===== config.mk =====
export PLATFORM = sky130hd
export DESIGN_NAME = fix_session_arbiter
export DESIGN_NICKNAME = d
export VERILOG_FILES = /design/src/rtl/fix_session_arbiter.sv
export SDC_FILE = /design/constraint.sdc
export NUM_CORES = 1
export LEC_CHECK = 0
export CAP_MARGIN = 10
export CORE_MARGIN = 1
export CORE_UTILIZATION = 33
export DETAILED_ROUTE_END_ITERATION = 10
export SLEW_MARGIN = 20
export SYNTH_ARGS = -nofsm -noshare
export SYNTH_HDL_FRONTEND = slang
export SYNTH_SLANG_ARGS = --single-unit

===== constraint.sdc =====
create_clock -name clk -period 5.4 [get_ports clk]
set_input_delay 1.08 -clock clk [delete_from_list [all_inputs] [get_ports clk]]
set_output_delay 1.08 -clock clk [all_outputs]
set_load 0.1 [all_outputs]

===== src/rtl/fix_session_arbiter.sv =====
// fix_session_arbiter: round-robin share of one FIX parser among N_SRC sessions.
// A grant is held for a whole message, up to the SOH closing tag 10, or until timeout.
module fix_session_arbiter #(
    parameter int N_SRC   = 4,
    parameter int TIMEOUT = 1024
) (
    input  logic                     clk,
    input  logic                     rst,
    input  logic [N_SRC-1:0]         src_valid_i,
    input  logic [8*N_SRC-1:0]       src_data_i,
    output logic [N_SRC-1:0]         src_ready_o,
    output logic                     p_valid_o,
    output logic [7:0]               p_data_o,
    input  logic                     p_ready_i,
    output logic [$clog2(N_SRC)-1:0] p_src_o,
    output logic                     msg_start_o,
    output logic                     msg_end_o,
    output logic                     abort_o
);

    localparam int IW = $clog2(N_SRC);
    localparam int CW = $clog2(TIMEOUT + 1);

    typedef enum logic [0:0] {
        IDLE,
        STREAM
    } state_t;

    state_t          st_q, st_d;
    logic [IW-1:0]   rr_q, rr_d;
    logic [IW-1:0]   g_q, g_d;
    logic [CW-1:0]   cnt_q, cnt_d;
    logic [1:0]      pos_q, pos_d;
    logic            match_q, match_d;
    logic            in_val_q, in_val_d;
    logic            cksum_q, cksum_d;
    logic            started_q, started_d;

    logic            stream;
    logic            sel_valid;
    logic [7:0]      sel_data;
    logic            xfer;
    logic            is_soh;
    logic            is_eq;
    logic            is_one;
    logic            is_zero;
    logic            end_hit;
    logic            tmo_hit;
    logic [IW-1:0]   pick;
    logic [IW-1:0]   lo;
    logic [IW-1:0]   hi;
    logic            hi_ok;

    assign stream    = (st_q == STREAM);
    assign sel_valid = src_valid_i[g_q];
    assign sel_data  = src_data_i[{g_q, 3'b000} +: 8];
    assign xfer      = stream && sel_valid && p_ready_i;
    assign is_soh    = (sel_data == 8'h01);
    assign is_eq     = (sel_data == 8'h3D);
    assign is_one    = (sel_data == 8'h31);
    assign is_zero   = (sel_data == 8'h30);
    assign end_hit   = xfer && is_soh && cksum_q;
    assign tmo_hit   = stream && !sel_valid
                     && (cnt_q == CW'(TIMEOUT - 1));

    // First requester at or above rr_q, else the lowest requester (wrap).
    always_comb begin
        lo    = '0;
        hi    = '0;
        hi_ok = 1'b0;
        for (int j = N_SRC - 1; j >= 0; j--) begin
            if (src_valid_i[j]) begin
                lo = IW'(j);
            end
            if (src_valid_i[j] && j >= int'(rr_q)) begin
                hi    = IW'(j);
                hi_ok = 1'b1;
            end
        end
        pick = hi_ok ? hi : lo;
    end

    always_ff @(posedge clk) begin
        if (!rst) begin
            st_q      <= IDLE;
            rr_q      <= '0;
            g_q       <= '0;
            cnt_q     <= '0;
            pos_q     <= '0;
            match_q   <= 1'b1;
            in_val_q  <= 1'b0;
            cksum_q   <= 1'b0;
            started_q <= 1'b0;
        end else begin
            st_q      <= st_d;
            rr_q      <= rr_d;
            g_q       <= g_d;
            cnt_q     <= cnt_d;
            pos_q     <= pos_d;
            match_q   <= match_d;
            in_val_q  <= in_val_d;
            cksum_q   <= cksum_d;
            started_q <= started_d;
        end
    end

    always_comb begin
        st_d = st_q;
        rr_d = rr_q;
        g_d  = g_q;
        unique case (st_q)
            IDLE: begin
                if (|src_valid_i) begin
                    st_d = STREAM;
                    g_d  = pick;
                    rr_d = (pick == IW'(N_SRC - 1)) ? '0
                                                    : pick + IW'(1);
                end
            end
            STREAM: begin
                if (end_hit || tmo_hit) begin
                    st_d = IDLE;
                end
            end
            default: st_d = IDLE;
        endcase
    end

    always_comb begin
        cnt_d = '0;
        if (stream && !sel_valid && !tmo_hit) begin
            cnt_d = cnt_q + CW'(1);
        end
    end

    // Tag tracker: cksum is set once the tag "10" is followed by '='.
    always_comb begin
        pos_d     = pos_q;
        match_d   = match_q;
        in_val_d  = in_val_q;
        cksum_d   = cksum_q;
        started_d = started_q;
        if (!stream) begin
            pos_d     = '0;
            match_d   = 1'b1;
            in_val_d  = 1'b0;
            cksum_d   = 1'b0;
            started_d = 1'b0;
        end else if (xfer) begin
            started_d = 1'b1;
            unique case (1'b1)
                is_soh: begin
                    pos_d    = '0;
                    match_d  = 1'b1;
                    in_val_d = 1'b0;
                    cksum_d  = 1'b0;
                end
                (!is_soh && in_val_q): begin
                end
                (!is_soh && !in_val_q && is_eq): begin
                    in_val_d = 1'b1;
                    cksum_d  = match_q && (pos_q == 2'd2);
                end
                default: begin
                    unique case (pos_q)
                        2'd0:    match_d = is_one;
                        2'd1:    match_d = match_q && is_zero;
                        default: match_d = 1'b0;
                    endcase
                    if (pos_q != 2'd3) begin
                        pos_d = pos_q + 2'd1;
                    end
                end
            endcase
        end
    end

    always_comb begin
        src_ready_o = '0;
        p_valid_o   = 1'b0;
        p_data_o    = '0;
        p_src_o     = g_q;
        msg_start_o = 1'b0;
        msg_end_o   = 1'b0;
        abort_o     = 1'b0;
        if (stream) begin
            src_ready_o[g_q] = p_ready_i;
            p_valid_o        = sel_valid;
            p_data_o         = sel_data;
            msg_start_o      = xfer && !started_q;
            msg_end_o        = end_hit;
            abort_o          = tmo_hit && !end_hit;
        end
    end

endmodule


==> flow_summary.toml, run 1 <==
[run_status]
status = "finished clean"

[sta]
setup_violations = 0
max_freq_mhz = 226
finalCriticalPeriod_ns = 4.43
worst_pin_slew_ns = 0.988
finalWorstSetupSlack_ns = 0.967
period_share_pct = 82.1
tns_ns = 0
rsz0062_at_grt = "false"
slew_viol_final = 0
hold_viol = 0
slew_headroom_pct = 33.9
fin_skew_ns = 0.00248

[synth]
netlist-cell-type-count = 44
ys_seq_area_share_pct = 29.7
synth_top_cell_area_share_pct = 29.7
synth_flop_cell = "dfxtp_1"
synth-edff-count = 0
synth_common_cells = "nor2_1 (25), dfxtp_1 (22), nand2_1 (14), and2_1 (10), inv_1 (8)"
yosysWarnings = 0
syn_inst = 163
yosysMostFrequentCell = "nor2_1"
ys_async_sr_fraction_pct = 0
yosys.area.top_type = "dfxtp_1"
synth.net_count = 207
syn_avg_cell_area_sq_um = 9.11
synth_area_leaders = "dfxtp_1 (30%), mux4_1 (11%), nor2_1 (6.3%)"
syn-cell-area_sq_um = 1490
ys_seq_elements = 22

[flow_run]
cap_violations = 0

[drt]
ant_nets = 0
routed-via-count = 1337
wirelength_microns = 3550
via_per_inst = 4.93
drc_errors = 0
initialDrtViolationCount = 56
wl_per_cell_microns = 13.1
dr.pass1.iters = 4

[cells_and_area]
syn_to_final_growth_pct = 44.1
drive_above_1_share_pct = 7.76
n_antenna_cell = 0
multi_input_area_sq_um = 981
nFillCells = 417
nets = 264
register_area_sq_um = 440

[pwr]
combPwrFrac_pct = 36.4
p_int_mw = 0.341
vdd_drop_max_uv = 154
leakage_nw = 0.787
power_density_nw_per_um2 = 244
p_sw_mw = 0.181
swShare_pct = 34.7
p_seq_share_pct = 34.8
p_clk_share_pct = 28.9

[setup_path]
cp-start-kind = "input pin"
critPathCaptureType = "output pin"
worst_path_most_repeated_cell = "clkdlybuf4s50_1"
crit_required_ns = 4.32
critPathMaxStageDelay_ns = 0.96
worstPathArrival_ns = 3.35
path_cells = "clkdlybuf4s50_1 > mux4_1 > and2_1 > clkdlybuf4s50_1"
cp_max_fo = 6
crit_slowest_cell = "clkdlybuf4s50_1"
crit_type = "input pin to output pin"

[clocking]
clk_path_buf_depth = 2
postCtsResizedCells = 0
cts_hold_buf = 0
cts.clk_slew.worst_paths_ns = 0.08
cts_tree = "built"
cts.sinks = 22
cts_max_level = 1
cts_root_buf = "clkbuf_8"
cts_buffers = 3
insertion_delay_ns = 0.26
postCtsSetupBuffers = 0

[grt]
grt-ovfl-total = 0
antenna_found_initial = 0
grtUsageTotal_pct = 15.5
grt_max_degree = 17
grt_pass1_wl_microns = 6100
first_global_vias = 1367

[worst_hold_path]
hp-class = "flop to flop"

[die]
die-area_sq_um = 4770
core-area_sq_um = 4350
die_w_microns = 69.1
floorplan.rows = 24
ios = 57
initial_core_util_pct = 34.1
fp.dieH_microns = 69.1

[placed_design]
place_ws_ns = 0.962
gp_congestion = 0.752
io_buffers = 56
place_hpwl_microns = 2850
==> layout make-up <==
| type | instances | share of cell area, % |
|---|---|---|
| Clock buffer | 3 | 1.93 |
| Clock inverter | 1 | 1.40 |
| Inverter | 8 | 1.40 |
| Multi-Input combinational cell | 129 | 45.8 |
| Sequential cell | 22 | 20.6 |
| Tap cell | 52 | 3.04 |
| Timing Repair Buffer | 56 | 25.8 |
==> logic make-up after synthesis <==
family / synth area share, %
flops: 29.7
compound gates: 11.4
buf+inv: 4.72
fa+ha+maj: 4.21
simple gates: 27.5
xor+xnor: 5.31
mux: 17.2
==> metrics by stage <==
step | utilization (%) | power [mW] | cell area [sq um] | instances | hold WS, ns
floorplan | - | 0.321 | 1490 | 163 | 0.426
global placement | 47.5 | 0.376 | 2070 | 267 | 0.440
detailed placement | 47.5 | 0.377 | 2070 | 267 | 0.447
CTS | 49.2 | 0.530 | 2140 | 271 | 0.460
global route | 49.2 | 0.547 | 2140 | 271 | 0.488
finish | 49.2 | 0.523 | 2140 | 271 | 0.455
==> cells in the final DEF (no fill, tap or decap), types with 2 or more instances in the layout <==
cell | netlist | layout
a21oi_1 | 7 | 7
and2_1 | 10 | 10
and3_1 | 4 | 4
buf_4 | 0 | 3
clkbuf_8 | 0 | 3
clkdlybuf4s50_1 | 0 | 53
dfxtp_1 | 22 | 22
ha_1 | 5 | 5
inv_1 | 8 | 8
mux2i_1 | 3 | 3
mux4_1 | 6 | 6
mux4_2 | 3 | 3
nand2_1 | 14 | 14
nand2b_1 | 2 | 2
nand3_1 | 5 | 5
nand4_1 | 3 | 3
nor2_1 | 25 | 25
nor2b_1 | 3 | 3
nor3_1 | 4 | 4
o21ai_0 | 4 | 4
o22ai_1 | 2 | 2
xnor2_1 | 4 | 4
xor2_1 | 5 | 5
==> sequential cells by signal, indices dropped and copies added (netlist names) <==
signal / cells
cksum_q: 1
cnt_q: 11
in_val_q: 1
match_q: 1
p_src_o: 2
pos_q: 2
rr_q: 2
st_q: 1
started_q: 1
==> power groups by stage <==
stage / sequential, mW / clock [mW] / combinational, mW
finish: 0.182 / 0.151 / 0.190
global route: 0.184 / 0.162 / 0.202
CTS: 0.182 / 0.156 / 0.191
detailed placement: 0.186 / 0 / 0.191
global placement: 0.186 / 0 / 0.190
floorplan: 0.187 / 0 / 0.134
==> worst max-delay path, delay by kind of cell <==
kind | cells | cell delay [ns]
buffers and inverters | 2 | 1.44
multiplexers | 1 | 0.63
AND/OR/NAND/NOR | 1 | 0.21
==> path summary, 6_finish.rpt <==
check / startpoint / end / slack, ns / depth (start not counted)
worst min-delay path: cksum_q / cksum_q / 0.46 / 2
worst min register to register: cksum_q / cksum_q / 0.46 / 2
worst max register to register: p_src_o[0] / match_q / 2.62 / 6
worst max-delay path: src_valid_i[1] / p_valid_o / 0.97 / 4
==> routing by layer <==
layer	vias up	part of all wire, %	track usage [%]	wire [microns]
met5	-	0	0	0
met4	0	1.2	5.22	42
met3	4	3.2	1.75	115
met2	29	50	29.0	1760
met1	603	46	18.0	1630
li1	701	-	-	-
No activity file was read; power rests on OpenSTA's default activity.
==> run 2: changes to the inputs <==
Clock period 5.4 ns to 4.52 ns, I/O delays scaled along.
==> run 2 against run 1 <==
Against the previous run: combinational power up 21%; sequential share of layout area rose by 0.28 points; total power rose by 11%; first-iteration DRC count shrank 46%; hold slack better by 0.0033 ns; clock power is 9% lower; utilization is 0.66 points lower; register-to-register slack got worse by 0.65 ns; sequential cell count unchanged; via count decreased by 0.67%; critical path depth grew 2; cell count up 0.37%.
==> flow_summary.toml, run 2 (same netlist as run 1, synthesis figures left out) <==
[setup_path]
crit_required_ns = 3.62
crit_type = "input pin to output pin"
critPathCaptureType = "output pin"
cp_num_buf_inv = 2
cpLargestDelayFamily = "simple AND/OR/NAND/NOR gates"
cp_max_fo = 3
worstPathArrival_ns = 2.95
critPathMaxStageDelay_ns = 0.58
path_cells = "clkdlybuf4s50_1 > mux4_1 > nor4_4 > and3_2 > and3_1 > buf_12"
crit_slowest_cell = "mux4_1"
cp-start-kind = "input pin"

[die]
die-area_sq_um = 4770
die_w_microns = 69.1
core-area_sq_um = 4350
fp.dieH_microns = 69.1
ios = 57
initial_core_util_pct = 34.1
floorplan.rows = 24

[sta]
rsz0062_at_grt = "false"
holdWs_ns = 0.459
fin_skew_ns = 0.00193
worst_pin_slew_ns = 0.975
max_freq_mhz = 259
hold_viol = 0
finalCriticalPeriod_ns = 3.85
slew_viol_final = 0
tns_ns = 0
slew_headroom_pct = 34.8
setup_violations = 0
period_share_pct = 85.3

[clocking]
cts_hold_buf = 0
clk_path_buf_depth = 2
cts.clk_slew.worst_paths_ns = 0.07
cts_root_buf = "clkbuf_8"
cts_buffers = 3
postCtsSetupBuffers = 0
insertion_delay_ns = 0.25
cts_max_level = 1
cts_tree = "built"
cts.sinks = 22
postCtsResizedCells = 0

[cells_and_area]
nFillCells = 416
final_area_sq_um = 2110
nets = 265
syn_to_final_growth_pct = 42.2
final_cells = 272
final_cell_mix = "clkdlybuf4s50_1 (40), nor2_1 (25), dfxtp_1 (22)"
n_antenna_cell = 0
largest_reg_flops = 11
final_common_cell = "clkdlybuf4s50_1"
final_util_pct = 48.5
drive_above_1_share_pct = 14.1
regMostFlops = "cnt_q"

[placed_design]
dpl-instance-area_sq_um = 2060
dp.cells = 268
place_hpwl_microns = 2830
gp_congestion = 0.731
io_buffers = 56

[grt]
grt_max_degree = 17
grtUsageTotal_pct = 14.6
grt-ovfl-total = 0
grt_pass1_wl_microns = 5750
antenna_found_initial = 0
first_global_vias = 1218

[flow_run]
cap_violations = 0

[drt]
initialDrtViolationCount = 30
wirelength_microns = 3530
wl_per_cell_microns = 13.0
drc_errors = 0
via_per_inst = 4.88
routed-via-count = 1328
ant_nets = 0
dr.pass1.iters = 3

[worst_hold_path]
hp-class = "flop to flop"

[run_status]
status = "finished clean"

[pwr]
leakage_nw = 0.811
vdd_drop_max_uv = 152
power_density_nw_per_um2 = 275
[run 2: cell types whose count changed in the layout (fill, tap and decap cells not counted), sizes merged]
cell	previous run	this run
clkdlybuf4s50	53	40
clkbuf	3	4
bufinv	1	0
buf	3	17
[run 2: worst min-delay path: stages, from the launching register on]
cell and delay, ns:
dfxtp_1 0.31, nand2_1 0.05, a21oi_1 0.05
[run 2: area by class of cell]
| type | count | area (sq um) | area share (%) |
|---|---|---|---|
| clock buffer | 4 | 55.1 | 2.61 |
| inverter | 8 | 30.0 | 1.42 |
| multi-input combinational | 129 | 981 | 46.4 |
| timing repair buffer | 57 | 541 | 25.6 |
| sequential | 22 | 440 | 20.9 |
| tap | 52 | 65.1 | 3.08 |
[run 2: power breakdown]
part | switching [mW] | internal (mW)
sequential | 0.0126 | 0.200
clock | 0.0597 | 0.0775
combinational | 0.142 | 0.0874
[run 2: layer usage]
| layer | global-route usage, % | share of wire [%] | vias to the layer above |
|---|---|---|---|
| li1 | - | - | 702 |
| met1 | 18.3 | 48 | 606 |
| met2 | 26.2 | 49 | 18 |
| met3 | 1.90 | 2.6 | 2 |
| met4 | 4.08 | 0.54 | 0 |
| met5 | 0 | 0 | - |
[run 2: path summary, 6_finish.rpt]
check	startpoint	to	slack, ns	cells after the start
min reg2reg	cksum_q	cksum_q	0.46	2
max reg2reg	p_src_o[0]	match_q	1.97	6
max	src_data_i[12]	msg_end_o	0.67	6
min	cksum_q	cksum_q	0.46	2
[run 2: stage by stage]
step,worst slack (ns),power [mW]
after global routing,0.601,0.610
after CTS,0.680,0.587
final,0.665,0.580
after global placement,0.702,0.449
after detailed placement,0.680,0.449
after floorplan,0.0974,0.384
==> run 3: changes to the inputs <==
Settings changed: CORE_MARGIN 1 to 4.
==> run 3 against run 2 <==
Against the previous run: count of clock-buffer cells in the layout stayed put; sequential cell count stayed put; combinational power hardly changed; global-route usage is 0.22 points lower; clock skew is 0.0014 ns higher; critical endpoint unchanged.
==> flow_summary.toml, run 3 (same netlist as run 1, synthesis figures left out) <==
[worst_hold_path]
hp-class = "flop to flop"

[setup_path]
critPathMaxStageDelay_ns = 0.58
worstPathArrival_ns = 2.92
critPathCaptureType = "output pin"
crit_slowest_cell = "mux4_1"
crit_required_ns = 3.62
cp_max_fo = 3
cp-start-kind = "input pin"
path_cells = "clkdlybuf4s50_1 > mux4_1 > nor4_4 > and3_2 > and3_1 > buf_12"
crit_type = "input pin to output pin"

[clocking]
postCtsSetupBuffers = 0
cts_hold_buf = 0
postCtsResizedCells = 0
insertion_delay_ns = 0.26
cts_max_level = 1
cts_buffers = 3
clk_path_buf_depth = 2
cts.clk_slew.worst_paths_ns = 0.08
cts.sinks = 22
cts_tree = "built"
cts_root_buf = "clkbuf_8"

[run_status]
status = "finished clean"

[sta]
hold_viol = 0
tns_ns = 0
slew_headroom_pct = 35.4
setup_violations = 0
slew_viol_final = 0
max_freq_mhz = 261
rsz0062_at_grt = "false"
period_share_pct = 84.7
worst_pin_slew_ns = 0.965
fin_skew_ns = 0.00330
finalCriticalPeriod_ns = 3.83

[pwr]
combPwrFrac_pct = 38.9
vdd_drop_max_uv = 211
swShare_pct = 37.6
p_seq_share_pct = 36.8
p_int_mw = 0.365
leakage_nw = 0.811
power_density_nw_per_um2 = 277
p_clk_share_pct = 24.3
p_sw_mw = 0.220
finalPower_mw = 0.586

[die]
ios = 57
die-area_sq_um = 5640
floorplan.rows = 24
fp.dieH_microns = 75.1
core-area_sq_um = 4350
die_w_microns = 75.1
initial_core_util_pct = 34.1

[cells_and_area]
n_antenna_cell = 0
syn_to_final_growth_pct = 42.2
final_util_pct = 48.5
final_common_cell = "clkdlybuf4s50_1"
final_cell_mix = "clkdlybuf4s50_1 (40), nor2_1 (25), dfxtp_1 (22)"
largest_reg_flops = 11
nets = 265
drive_above_1_share_pct = 14.1
final_cells = 272
regMostFlops = "cnt_q"

[grt]
antenna_found_initial = 0
first_global_vias = 1281
grt.busiest_layer = "met2"
grtUsageTotal_pct = 14.4
grt_pass1_wl_microns = 6280
grt-ovfl-total = 0
grt.met3_usage_pct = 2.67
grtUsageMet2_pct = 25.1
met1_usage_pct = 18.1
grt_max_degree = 17

[drt]
dr.pass1.iters = 4
ant_nets = 0
initialDrtViolationCount = 81
wirelength_microns = 3770
via_per_inst = 4.92
routed-via-count = 1338
wl_per_cell_microns = 13.9
drc_errors = 0

[placed_design]
place_hpwl_microns = 3000
gp_congestion = 0.770
io_buffers = 56
dp.cells = 268

[flow_run]
cap_violations = 0
[run 3: final cells by class]
class,instances,area [sq um]
Tap cell,52,65.1
Inverter,8,30.0
Fill cell,429,2240
Timing Repair Buffer,57,541
Multi-Input combinational cell,129,981
Clock buffer,4,55.1
Sequential cell,22,440
[run 3: final timing paths]
kind | start | end | slack (ns) | cells past startpoint
worst min register to register | cksum_q | cksum_q | 0.46 | 2
worst max-delay path | src_data_i[12] | msg_end_o | 0.69 | 6
worst max register to register | p_src_o[0] | match_q | 1.85 | 7
worst min-delay path | cksum_q | cksum_q | 0.46 | 2
[run 3: layer usage]
layer | vias to the layer above | part of all wire, %
li1 | 702 | -
met1 | 607 | 46
met2 | 23 | 49
met3 | 6 | 4.2
met4 | 0 | 1.1
met5 | - | 0
[run 3: critical path, delay by kind of cell]
| kind | cells | cell delay, ns |
|---|---|---|
| buf+inv | 2 | 0.58 |
| simple gates | 3 | 0.85 |
| mux | 1 | 0.58 |
[run 3: metrics by stage]
step,hold slack (ns),setup WS [ns],instance area (sq um)
floorplan,0.426,0.0974,1490
global placement,0.444,0.732,2060
detailed placement,0.450,0.710,2060
CTS,0.463,0.704,2110
global route,0.496,0.599,2110
finish,0.462,0.693,2110
[run 3: power by group through the flow]
stage	clock (mW)	combinational (mW)	sequential, mW
4_1_cts	0.146	0.229	0.216
3_3_place_gp	0	0.229	0.220
2_1_floorplan	0	0.160	0.224
5_1_grt	0.154	0.242	0.218
3_5_place_dp	0	0.229	0.220
6_report	0.142	0.228	0.215
